===== src/rtl/encoder_pkg.sv =====
// Shared constants for the quadrature encoder controller: decoder state
// codes and the filtered {A,B} channel codes that the decoder walks through.
package encoder_pkg;

  localparam logic [2:0] ST_IDLE = 3'd0;
  localparam logic [2:0] ST_CW1  = 3'd1;
  localparam logic [2:0] ST_CW2  = 3'd2;
  localparam logic [2:0] ST_CW3  = 3'd3;
  localparam logic [2:0] ST_CCW1 = 3'd4;
  localparam logic [2:0] ST_CCW2 = 3'd5;
  localparam logic [2:0] ST_CCW3 = 3'd6;
  localparam logic [2:0] ST_ERR  = 3'd7;

  localparam logic [1:0] AB_00 = 2'b00;
  localparam logic [1:0] AB_10 = 2'b10;
  localparam logic [1:0] AB_11 = 2'b11;
  localparam logic [1:0] AB_01 = 2'b01;

endpackage


===== src/rtl/encoder_debounce.sv =====
// One encoder channel: 2-FF synchronizer followed by a counting debounce
// filter that accepts a new level only after DEBOUNCE_CYCLES steady samples.
module encoder_debounce #(
  parameter int DEBOUNCE_CYCLES = 2
) (
  input  logic clk,
  input  logic reset,
  input  logic raw,
  output logic filtered
);

  localparam int CNT_W = (DEBOUNCE_CYCLES > 1) ? $clog2(DEBOUNCE_CYCLES) : 1;
  localparam logic [CNT_W-1:0] CNT_LAST = CNT_W'(DEBOUNCE_CYCLES - 1);

  logic sync1;
  logic sync2;
  logic [CNT_W-1:0] cnt;

  // A sample equal to the filtered level restarts the count.
  always_ff @(posedge clk or posedge reset) begin
    if (reset) begin
      sync1    <= 1'b0;
      sync2    <= 1'b0;
      cnt      <= '0;
      filtered <= 1'b0;
    end else begin
      sync1 <= raw;
      sync2 <= sync1;
      if (sync2 != filtered) begin
        if (cnt == CNT_LAST) begin
          filtered <= sync2;
          cnt      <= '0;
        end else begin
          cnt <= cnt + 1'b1;
        end
      end else begin
        cnt <= '0;
      end
    end
  end

endmodule


===== src/rtl/encoder_ctrl.sv =====
// Quadrature encoder controller: debounced channels feed a detent decoder
// that drives a wrapping or saturating position counter.
module encoder_ctrl
  import encoder_pkg::*;
#(
  parameter int DEBOUNCE_CYCLES = 2,
  parameter int POS_WIDTH       = 8,
  parameter int POS_MAX         = 99,
  parameter int WRAP            = 1
) (
  input  logic                 MAX10_CLK1_50,
  input  logic                 reset,
  input  logic                 enc_a,
  input  logic                 enc_b,
  input  logic                 zero,
  input  logic                 err_clr,
  output logic [POS_WIDTH-1:0] position,
  output logic                 step_inc,
  output logic                 step_dec,
  output logic                 dir,
  output logic                 err,
  output logic                 wrapped
);

  localparam logic [POS_WIDTH-1:0] POS_LIMIT = POS_WIDTH'(POS_MAX);

  logic a_filt;
  logic b_filt;
  logic [1:0] code;
  logic [2:0] state;
  logic [2:0] state_next;
  logic inc_now;
  logic dec_now;
  logic illegal;
  logic wrap_now;
  logic [POS_WIDTH-1:0] pos_next;

  encoder_debounce #(.DEBOUNCE_CYCLES(DEBOUNCE_CYCLES)) u_deb_a (
    .clk      (MAX10_CLK1_50),
    .reset    (reset),
    .raw      (enc_a),
    .filtered (a_filt)
  );

  encoder_debounce #(.DEBOUNCE_CYCLES(DEBOUNCE_CYCLES)) u_deb_b (
    .clk      (MAX10_CLK1_50),
    .reset    (reset),
    .raw      (enc_b),
    .filtered (b_filt)
  );

  assign code = {a_filt, b_filt};

  // Each state accepts the next code, the previous code (backtrack) or its own
  // code; the remaining code differs in both bits and is illegal.
  always_comb begin
    state_next = state;
    inc_now    = 1'b0;
    dec_now    = 1'b0;
    illegal    = 1'b0;
    case (state)
      ST_IDLE: case (code)
        AB_10:   state_next = ST_CW1;
        AB_01:   state_next = ST_CCW1;
        AB_11:   begin state_next = ST_ERR; illegal = 1'b1; end
        default: ;
      endcase
      ST_CW1: case (code)
        AB_11:   state_next = ST_CW2;
        AB_00:   state_next = ST_IDLE;
        AB_01:   begin state_next = ST_ERR; illegal = 1'b1; end
        default: ;
      endcase
      ST_CW2: case (code)
        AB_01:   state_next = ST_CW3;
        AB_10:   state_next = ST_CW1;
        AB_00:   begin state_next = ST_ERR; illegal = 1'b1; end
        default: ;
      endcase
      ST_CW3: case (code)
        AB_00:   begin state_next = ST_IDLE; inc_now = 1'b1; end
        AB_11:   state_next = ST_CW2;
        AB_10:   begin state_next = ST_ERR; illegal = 1'b1; end
        default: ;
      endcase
      ST_CCW1: case (code)
        AB_11:   state_next = ST_CCW2;
        AB_00:   state_next = ST_IDLE;
        AB_10:   begin state_next = ST_ERR; illegal = 1'b1; end
        default: ;
      endcase
      ST_CCW2: case (code)
        AB_10:   state_next = ST_CCW3;
        AB_01:   state_next = ST_CCW1;
        AB_00:   begin state_next = ST_ERR; illegal = 1'b1; end
        default: ;
      endcase
      ST_CCW3: case (code)
        AB_00:   begin state_next = ST_IDLE; dec_now = 1'b1; end
        AB_11:   state_next = ST_CCW2;
        AB_01:   begin state_next = ST_ERR; illegal = 1'b1; end
        default: ;
      endcase
      ST_ERR: if (code == AB_00) state_next = ST_IDLE;
      default: state_next = ST_IDLE;
    endcase
  end

  // zero overrides any step and hides the limit pulse.
  always_comb begin
    pos_next = position;
    wrap_now = 1'b0;
    if (zero) begin
      pos_next = '0;
    end else if (inc_now) begin
      if (position == POS_LIMIT) begin
        wrap_now = 1'b1;
        pos_next = (WRAP != 0) ? {POS_WIDTH{1'b0}} : POS_LIMIT;
      end else begin
        pos_next = position + 1'b1;
      end
    end else if (dec_now) begin
      if (position == {POS_WIDTH{1'b0}}) begin
        wrap_now = 1'b1;
        pos_next = (WRAP != 0) ? POS_LIMIT : {POS_WIDTH{1'b0}};
      end else begin
        pos_next = position - 1'b1;
      end
    end
  end

  always_ff @(posedge MAX10_CLK1_50 or posedge reset) begin
    if (reset) begin
      state    <= ST_IDLE;
      position <= '0;
      step_inc <= 1'b0;
      step_dec <= 1'b0;
      dir      <= 1'b1;
      err      <= 1'b0;
      wrapped  <= 1'b0;
    end else begin
      state    <= state_next;
      position <= pos_next;
      step_inc <= inc_now;
      step_dec <= dec_now;
      wrapped  <= wrap_now;
      err      <= illegal | (err & ~err_clr);
      if (inc_now) dir <= 1'b1;
      else if (dec_now) dir <= 1'b0;
    end
  end

endmodule


===== config.mk =====
export PLATFORM = sky130hd
export DESIGN_NAME = encoder_ctrl
export DESIGN_NICKNAME = d
export VERILOG_FILES = /design/src/rtl/encoder_pkg.sv /design/src/rtl/encoder_debounce.sv /design/src/rtl/encoder_ctrl.sv
export SDC_FILE = /design/constraint.sdc
export NUM_CORES = 1
export LEC_CHECK = 0
export ABC_AREA = 1
export CORE_MARGIN = 5
export CORE_UTILIZATION = 46
export CTS_BUF_LIST = sky130_fd_sc_hd__clkbuf_8 sky130_fd_sc_hd__clkbuf_16
export DETAILED_ROUTE_END_ITERATION = 8
export PLACE_DENSITY = 0.7
export SETUP_SLACK_MARGIN = 0.2
export SYNTH_ARGS = -nofsm -noshare
export SYNTH_HDL_FRONTEND = slang
export SYNTH_SLANG_ARGS = --single-unit

===== constraint.sdc =====
create_clock -name MAX10_CLK1_50 -period 3.2 [get_ports MAX10_CLK1_50]
set_input_delay 0.8 -clock MAX10_CLK1_50 [delete_from_list [all_inputs] [get_ports MAX10_CLK1_50]]
set_output_delay 0.8 -clock MAX10_CLK1_50 [all_outputs]
set_load 0.05 [all_outputs]

# Yosys cells after proc, flatten, opt, wreduce, memory -nomap -nowiden
# Cells that the tools add are included.
# totals
register_bits	24
inputBits	6
output_inout_bits	13
word_cells	86
# classes
n_mux	32
n_bitwise	3
eq_ne	21
reduce_logical	11
n_addsub	4
# op_table
cell	count
$pmux 3 s3	7
$mux 8	5
$pmux 3 s8	1
$ne 4x4->1 const B	5
$mux 1	17
$eq 3x3->1 const B	4
$add 8x1->8 const B	1
$eq 8x7->1 const B	1
$logic_not 8->1	1
$ne 4x3->1 const B	2
$reduce_and 8->1	1
$sub 8x1->8 const B	1
$eq 3x2->1 const B	2
$reduce_or 2->1	3
$eq 2x2->1 const B	2
$pmux 1 s4	1
$reduce_and 2->1	2
$eq 3x1->1 const B	1
$logic_not 3->1	1
$mux 3	1
$reduce_bool 3->1	1
$add 1x1->1 const B	2
$eq 2x1->1 const B	1
$logic_not 2->1	1
6 further kinds	7

# Logic depth before layout (Yosys ltp)
# depth
word_depth	6
mapped_depth	10
ltp_nobuf	10

# Modules after synthesis
# Synthesis repeated with hierarchy kept, for this count alone.
# hier_totals
hier_cells	276
hier_area_um2	1854.3
# modules_own_cells
mod	seq_area_each_um2	cells_each	area_per_inst_um2	instances
encoder_ctrl	401.6	250	1581.5	1
encoder_debounce	100.1	13	136.4	2

# Least setup slack after synthesis
# Ideal clock, no wire load.
# synth_timing
path_type	register to register
from	register position[0]
to	register position[7]
setup_slack_ns	1.567
period_less_slack_ns	1.633
stages_incl_launch_ff	10
arrival_ns	1.561
setup_ns	0.071
required_time_ns	3.129
path_buffers	0
cell_sequence	dfrtp_1 -> inv_1 -> ha_1 -> nand3_1 -> nor2_1 -> nand2_1 -> inv_1 -> nor2_1 -> o21ai_0 -> nor2_1
# synth_between
elab_chain_cells	5
elab_cells_between_ends	9
classes_between	add/sub: 2; eq/ne: 1; mux: 5; reduce/logical: 1
# synth_lines
item	line_no	text
start: declaration	encoder_ctrl.sv:17	output logic [POS_WIDTH-1:0] position,
start signal: assignment	encoder_ctrl.sv:143	position <= pos_next;
$sub 8x1->8 or $logic_not 8->1 (tied branches)	encoder_ctrl.sv:127, encoder_ctrl.sv:123	
$mux 8	encoder_ctrl.sv:123	if (position == {POS_WIDTH{1'b0}}) begin
$mux 8	encoder_ctrl.sv:122	end else if (dec_now) begin
$mux 8 *	encoder_ctrl.sv:115	end else if (inc_now) begin
$mux 8 *	encoder_ctrl.sv:113	if (zero) begin
# Mark *: on every way between the ends. The rest lies on a longest branch, timed or not. The select of a mux whose other input is x is not followed.
# A chain may end at the register's enable or synchronous reset.

# Worst setup path after layout
# layout_timing
from	register position[4]
to	output port position[4]
# No word-level cell between the ends.

==> flow_summary_export.csv <==
group,metric,value,unit
power_and_ir_drop,power_frac_seq,28.1,%
worst_hold_path,min_path_type,"flip-flop to flip-flop",
detailed_routing,antenna_left,0,
final_layout,n_fill_cell,376,
detailed_routing,initialDrtViolationCount,140,
floorplanning,io_pins,19,
global_routing,antenna_found_initial,0,
logic_synthesis,synth_top_area_cell,"dfrtp_1",
worst_setup_path,crit_path_start_kind,"flip-flop",
detailed_routing,via_count,1631,
global_routing,grt-ovfl-total,0,
cts,cts.sinks,24,
worst_setup_path,cp_top_family,"buffers and inverters",
worst_setup_path,r2r_cells,8,
logic_synthesis,synthTopCellsByArea,"dfrtp_1, nand2_1, nor2_1",
run_status,status,"completed",
logic_synthesis,syn_inst,254,
logic_synthesis,synth-edff-count,0,
final_layout,syn2layout_area_growth,16.21,%
worst_setup_path,cp_slowest_cell,"clkdlybuf4s50_1",
worst_setup_path,end_kind,"output port",
timing,skew,0.002518,ns
timing,hold_violations,0,
floorplanning,die-width,70.89,um
logic_synthesis,syn_avg_cell_area,6.714,um2
global_routing,grt_max_degree,25,
worst_setup_path,worstPathRequired,2.40,ns
worst_setup_path,critPathMaxFanout,10,
global_routing,grt_use_total,16.39,%
cts,numCtsBuffers,3,
final_layout,seq_area,601.8,um2
worst_setup_path,path_cells,"clkdlybuf4s50_1",
power_and_ir_drop,combPwrFrac,59.4,%
power_and_ir_drop,power.share.switching,52.33,%
detailed_routing,drt-vias-per-instance,5.129,
global_routing,gr-usage-met1,22.77,%
power_and_ir_drop,p_leak,1.009,nW
timing,hold_ws,0.3528,ns
power_and_ir_drop,clkPwrFrac,12.6,%
logic_synthesis,synth_most_common_cell,"nand2_1",
timing,tightest_slew,0.9083,ns
timing,rsz0062_at_grt,"false",
power_and_ir_drop,intPower,0.001019,W
global_routing,grt_pass1_vias,1542,
detailed_routing,drt_pass1_iterations,4,
logic_synthesis,yosysWarnings,0,
timing,fmax,0.4071,GHz
placement,portBuffers,18,
global_routing,grt_use_met3,2.699,%
final_layout,diodes,0,
detailed_routing,drc,0,
cts,clk_pin_slew_worst_paths,0.09,ns
worst_setup_path,cp.arrival,1.66,ns
final_layout,multiInputGateArea,948.4,um2
logic_synthesis,synth_top_area_share,33.75,%
power_and_ir_drop,max-vdd-ir-drop,0.5805,mV
logic_synthesis,syn_nets,270,
cts,holdBufCountCts,0,
timing,slew_viol_final,0,
logic_synthesis,synth-seq-cells,24,
cts,worstSkewPairLatency,0.27,ns
timing,fin_crit,2.456,ns
floorplanning,start_util,46.94,%
run,cap_violations,0,
timing,relSlewSlack,39.38,%
cts,tritoncts,"done",
cts,h-tree-depth,1,
logic_synthesis,synth_seq_area_share,35.29,%
timing,setup_tns,0,ns
global_routing,grt_use_met2,25.85,%
timing,fin_crit_sh,76.76,%
detailed_routing,wl,3.824,mm
worst_hold_path,hold_depth,0,
cts,post-cts-setup-buffer-count,0,
final_layout,drive_gt1_share,4.074,%
placement,dp_hpwl,2.910,mm
worst_setup_path,r2r_start,"u_deb_a.filtered",
power_and_ir_drop,p_switching,0.001119,W
final_layout,fin_nets,287,
power_and_ir_drop,p_per_area,1079,nW/um2
placement,gp_congestion,0.9249,
placement,placed_cell_area,1911,um2
floorplanning,die_h,70.89,um
floorplanning,rows,22,
logic_synthesis,syn_area,1705,um2
worst_setup_path,r2r_slack,1.23,ns
cts,cts_resized,0,
logic_synthesis,synthTopCellsByCount,"nand2_1, nor2_1, inv_1, nand3_1, dfrtp_1",
cts,clk_path_buf_depth,2,
worst_setup_path,critical-path-max-stage-delay,0.86,ns
placement,dp.cells,314,
worst_setup_path,r2r-end,"position[3]",
cts,cts-root-buf,"clkbuf_8",
worst_hold_path,hold_path_end,"u_deb_b.sync2",
global_routing,busiest_layer,"met2",
global_routing,grt_pass1_wl,6.762,mm
floorplanning,fp.dieArea,5025,um2
floorplanning,core_area,3633,um2
logic_synthesis,ys_types,23,
worst_hold_path,hp-start,"u_deb_b.sync1",
logic_synthesis,synthArstFlopShare,100.0,%
worst_setup_path,timing.critical_path.buf_inv,1,
final_layout,design_area,1982,um2
logic_synthesis,synth_flop_cell,"dfrtp_1",
worst_setup_path,critPathKind,"flip-flop to output port",
final_layout,fin_cells,318,
timing,setup-violations-final,0,
detailed_routing,wl_per_cell,12.03,um
## routing by layer
| metal | vias up | routed length [um] | part of all wire (%) |
|---|---|---|---|
| li1 | 836 | - | - |
| met1 | 739 | 1745 | 46 |
| met2 | 54 | 1843 | 48 |
| met3 | 2 | 215 | 5.6 |
| met4 | 0 | 20 | 0.52 |
| met5 | - | 0 | 0 |
## stage by stage
step	total power, W	util (%)	setup WS, ns
floorplan	0.001567	-	1.567
global placement	0.001863	52.58	1.066
detailed placement	0.001869	52.58	1.050
CTS	0.002147	54.55	0.7422
global route	0.002353	54.55	0.6731
finish	0.002138	54.55	0.7436
## final cells by class
cell class | count | share of cell area (%)
multi-input cells | 192 | 47.85
flip-flops and latches | 24 | 30.37
repair buffers | 18 | 9.091
inverters | 32 | 6.061
well taps | 48 | 3.030
clock buffers | 3 | 2.083
clock inverters | 1 | 1.515
## worst max-delay path by stage
stage / start / end / slack (ns) / depth (start not counted)
CTS: position[4] / position[4] / 0.74 / 1
detailed placement: position[4] / position[4] / 1.05 / 1
global placement: position[4] / position[4] / 1.07 / 1
global route: position[4] / position[4] / 0.67 / 1
floorplan: position[0] / position[7] / 1.57 / 9
finish: position[4] / position[4] / 0.74 / 1
## registers in the layout, indices dropped and copies added, names as in the netlist
name and cells:
u_deb_b.filtered 1, u_deb_a.cnt 1, u_deb_a.sync1 1, u_deb_b.sync2 1, u_deb_b.sync1 1, u_deb_a.filtered 1, u_deb_a.sync2 1, step_inc 1
err 1, dir 1, position 8, u_deb_b.cnt 1, step_dec 1, state 3, wrapped 1
## power by group through the flow
stage / registers [W] / clock network, W / logic, W
2_1_floorplan: 0.000712 / 0 / 0.000855
3_3_place_gp: 0.000598 / 0 / 0.00126
3_5_place_dp: 0.000601 / 0 / 0.00127
4_1_cts: 0.000596 / 0.000275 / 0.00128
5_1_grt: 0.000629 / 0.000289 / 0.00143
6_report: 0.000600 / 0.000269 / 0.00127
## kinds of logic after synthesis
kind of cell | synth area share, %
buffers and inverters | 9.097
and+or+nand+nor | 41.67
adders and majority gates | 7.337
DFF | 35.29
AOI/OAI and AO/OA | 5.063
xor gates and xnor gates | 1.541
## worst register-to-register path, stage by stage, from the launching register on
cell	delay [ns]
dfrtp_1	0.45
inv_1	0.17
ha_1	0.29
inv_2	0.11
nor3_4	0.39
nand2_1	0.18
nand2_1	0.09
nor2_1	0.07
a21boi_1	0.13
## cell usage in the layout, fill, tap and decap left out
cell / n
nor2_4: 1
nor3_4: 1
nor2_1: 40
a21oi_1: 4
dfrtp_1: 23
nand2_1: 76
nand2_2: 2
a21boi_1: 1
o21a_1: 1
clkbuf_8: 3
xnor2_1: 3
dfstp_2: 1
bufinv_16: 1
ha_1: 10
o21ai_0: 9
inv_1: 31
o22ai_1: 1
nand3_2: 1
nand3_1: 29
nor3_1: 2
nand3b_1: 1
nand4_1: 10
clkdlybuf4s50_1: 18
inv_2: 1
Power figures use the tool's default switching activity.
==> RTL edit (same settings) <==
Register the inputs `enc_a`, `enc_b`, `zero` and `err_clr` before use, without a reset. The logic sees them one clock later.
--- a/src/rtl/encoder_ctrl.sv
+++ b/src/rtl/encoder_ctrl.sv
@@ -24,6 +24,18 @@
 
   localparam logic [POS_WIDTH-1:0] POS_LIMIT = POS_WIDTH'(POS_MAX);
 
+  logic enc_a_q;
+  logic enc_b_q;
+  logic zero_q;
+  logic err_clr_q;
+
+  always_ff @(posedge MAX10_CLK1_50) begin
+    enc_a_q   <= enc_a;
+    enc_b_q   <= enc_b;
+    zero_q    <= zero;
+    err_clr_q <= err_clr;
+  end
+
   logic a_filt;
   logic b_filt;
   logic [1:0] code;
@@ -38,14 +50,14 @@
   encoder_debounce #(.DEBOUNCE_CYCLES(DEBOUNCE_CYCLES)) u_deb_a (
     .clk      (MAX10_CLK1_50),
     .reset    (reset),
-    .raw      (enc_a),
+    .raw      (enc_a_q),
     .filtered (a_filt)
   );
 
   encoder_debounce #(.DEBOUNCE_CYCLES(DEBOUNCE_CYCLES)) u_deb_b (
     .clk      (MAX10_CLK1_50),
     .reset    (reset),
-    .raw      (enc_b),
+    .raw      (enc_b_q),
     .filtered (b_filt)
   );
 
@@ -110,7 +122,7 @@
   always_comb begin
     pos_next = position;
     wrap_now = 1'b0;
-    if (zero) begin
+    if (zero_q) begin
       pos_next = '0;
     end else if (inc_now) begin
       if (position == POS_LIMIT) begin
@@ -144,7 +156,7 @@
       step_inc <= inc_now;
       step_dec <= dec_now;
       wrapped  <= wrap_now;
-      err      <= illegal | (err & ~err_clr);
+      err      <= illegal | (err & ~err_clr_q);
       if (inc_now) dir <= 1'b1;
       else if (dec_now) dir <= 1'b0;
     end
Function: changed (a bounded check fails within 10 cycles, from zero or initial values and one cycle with reset high).
==> RTL edit against the original RTL <==
Power is 7.0% lower; register-to-register slack better by 0.06 ns; fmax is 1.9% lower; routed wire length is 4.7% higher; largest power group unchanged; area after synthesis is 10% higher; worst setup slack worse by 0.048 ns; final area is 8.6% higher; synthesized cell count is 1.2% higher; sequential cell count is 4 higher; critical path type unchanged.
==> RTL edit: results (changes against the original RTL) <==
maximum vdd drop -> 0.486 mV (-16%)
Skew-Pair Late Insertion Delay -> 0.27 ns (about the same)
placed insts -> 321 (+2.2%)
hpwl dp -> 3060 µm (+5.1%)
outcome -> complete, no violations
Total GRT Usage -> 16.2% (-0.19 points)
first-pass GRT wire length -> 6920 µm (+2.3%)
met1 usage -> 24.1% (+1.3 points)
Yosys cell types -> 30 (+30%)
layout cells sized above 1 -> 10.2% (+6.1 points)
critical path's largest stage delay -> 0.88 ns (+0.02 ns)
CTS hold repair buffers -> 0 (unchanged)
Setup WS pre-CTS -> 1.00 ns (-0.0477 ns)
Synth top cells by count -> 73 x nand2_1, 35 x nand3_1, 29 x nor2_1
critical path data arrival time -> 1.70 ns (+0.04 ns)
hold crit path type -> register to register
Finished Layout Cells -> 325 (+2.2%)
vias in the first global route -> 1514 (-1.8%)
post_cts resized -> 0 (unchanged)
Num CTS Buffers -> 3 (unchanged)
Final GP Congestion -> 0.935 (+1.1%)
Layout Skew -> 0.00867 ns (+0.00615 ns)
Most used DFF post-synth -> dfrtp_1
Avg Inst Size Synth -> 7.31 µm² (+8.8%)
drt total wl -> 4000 µm (+4.7%)
grt met2 use -> 24.6% (-1.2 points)
initial antenna violation count -> 0 (unchanged)
Reg clk slew, reported paths -> 0.09 ns (about the same)
vias per cell -> 5.11 (-0.41%)
top post-synthesis cells by area -> dfrtp_1 31%, nand2_1 15%, nand3_1 9.3%
ys async rst share -> 85.7% (-14 points)
fin nets -> 292 (+1.7%)
sequential element share of the synthesized area -> 36.3% (+1.0 points)
Critical Path Fanout Max -> 11 (+1)
placed instance area -> 2080 µm² (+9.0%)
DRT iter0 DRCs -> 121 (-14%)
Leakage Power -> 1.11 nW (+9.8%)
Net Count, Synth -> 273 (+1.1%)
Slew headroom -> 62.0% (+23 points)
grt met3 use -> 2.46% (-0.24 points)
diode count -> 0 (unchanged)
Top delay family on crit path -> buffers and inverters
-- RTL edit: cell types whose count changed after synthesis, moves of 3 or more --
cell | unedited run | this run
buf_2 | 4 | 1
buf_6 | 0 | 3
or2_2 | 0 | 3
a21oi_1 | 4 | 1
inv_1 | 31 | 27
dfxtp_1 | 0 | 4
nor2_2 | 0 | 9
nand3_1 | 29 | 35
nor2_1 | 40 | 29
nand2_1 | 76 | 73
-- RTL edit: final timing paths --
path,startpoint,end,slack (ns),depth (start not counted)
min in group asynchronous,reset,position[1],0.86,3
max,position[2],position[2],0.70,1
max reg2reg,u_deb_a.filtered,position[0],1.29,7
min,enc_b_q,u_deb_b.sync1,0.33,0
max in group asynchronous,reset,dir,2.05,3
min reg2reg,enc_b_q,u_deb_b.sync1,0.33,0
-- RTL edit: cell type report --
type | count | area [µm²]
Inverter | 28 | 105
Timing Repair Buffer | 19 | 188
Clock buffer | 3 | 41.3
Clock inverter | 1 | 30.0
Sequential cell | 28 | 682
Tap cell | 50 | 62.6
Fill cell | 402 | 1820
Multi-Input combinational cell | 196 | 1040
-- RTL edit: logic make-up after synthesis --
kind of cell,share of synthesized area [%]
flip-flops,36.3
AO/OA/AOI/OAI,4.06
XOR/XNOR,2.33
adder cells (fa/ha/maj),6.66
buffers and inverters,8.06
AND/OR/NAND/NOR,42.6
-- RTL edit: power by group --
| part | total (mW) | internal [mW] | switching [mW] |
|---|---|---|---|
| clock network | 0.277 | 0.167 | 0.109 |
| registers | 0.602 | 0.444 | 0.158 |
| logic | 1.11 | 0.388 | 0.720 |
-- RTL edit: metal layers --
metal / vias to the layer above / part of all wire, %
met5: - / 0
met3: 4 / 4.4
met4: 0 / 1.0
met1: 752 / 50
li1: 859 / -
met2: 45 / 45
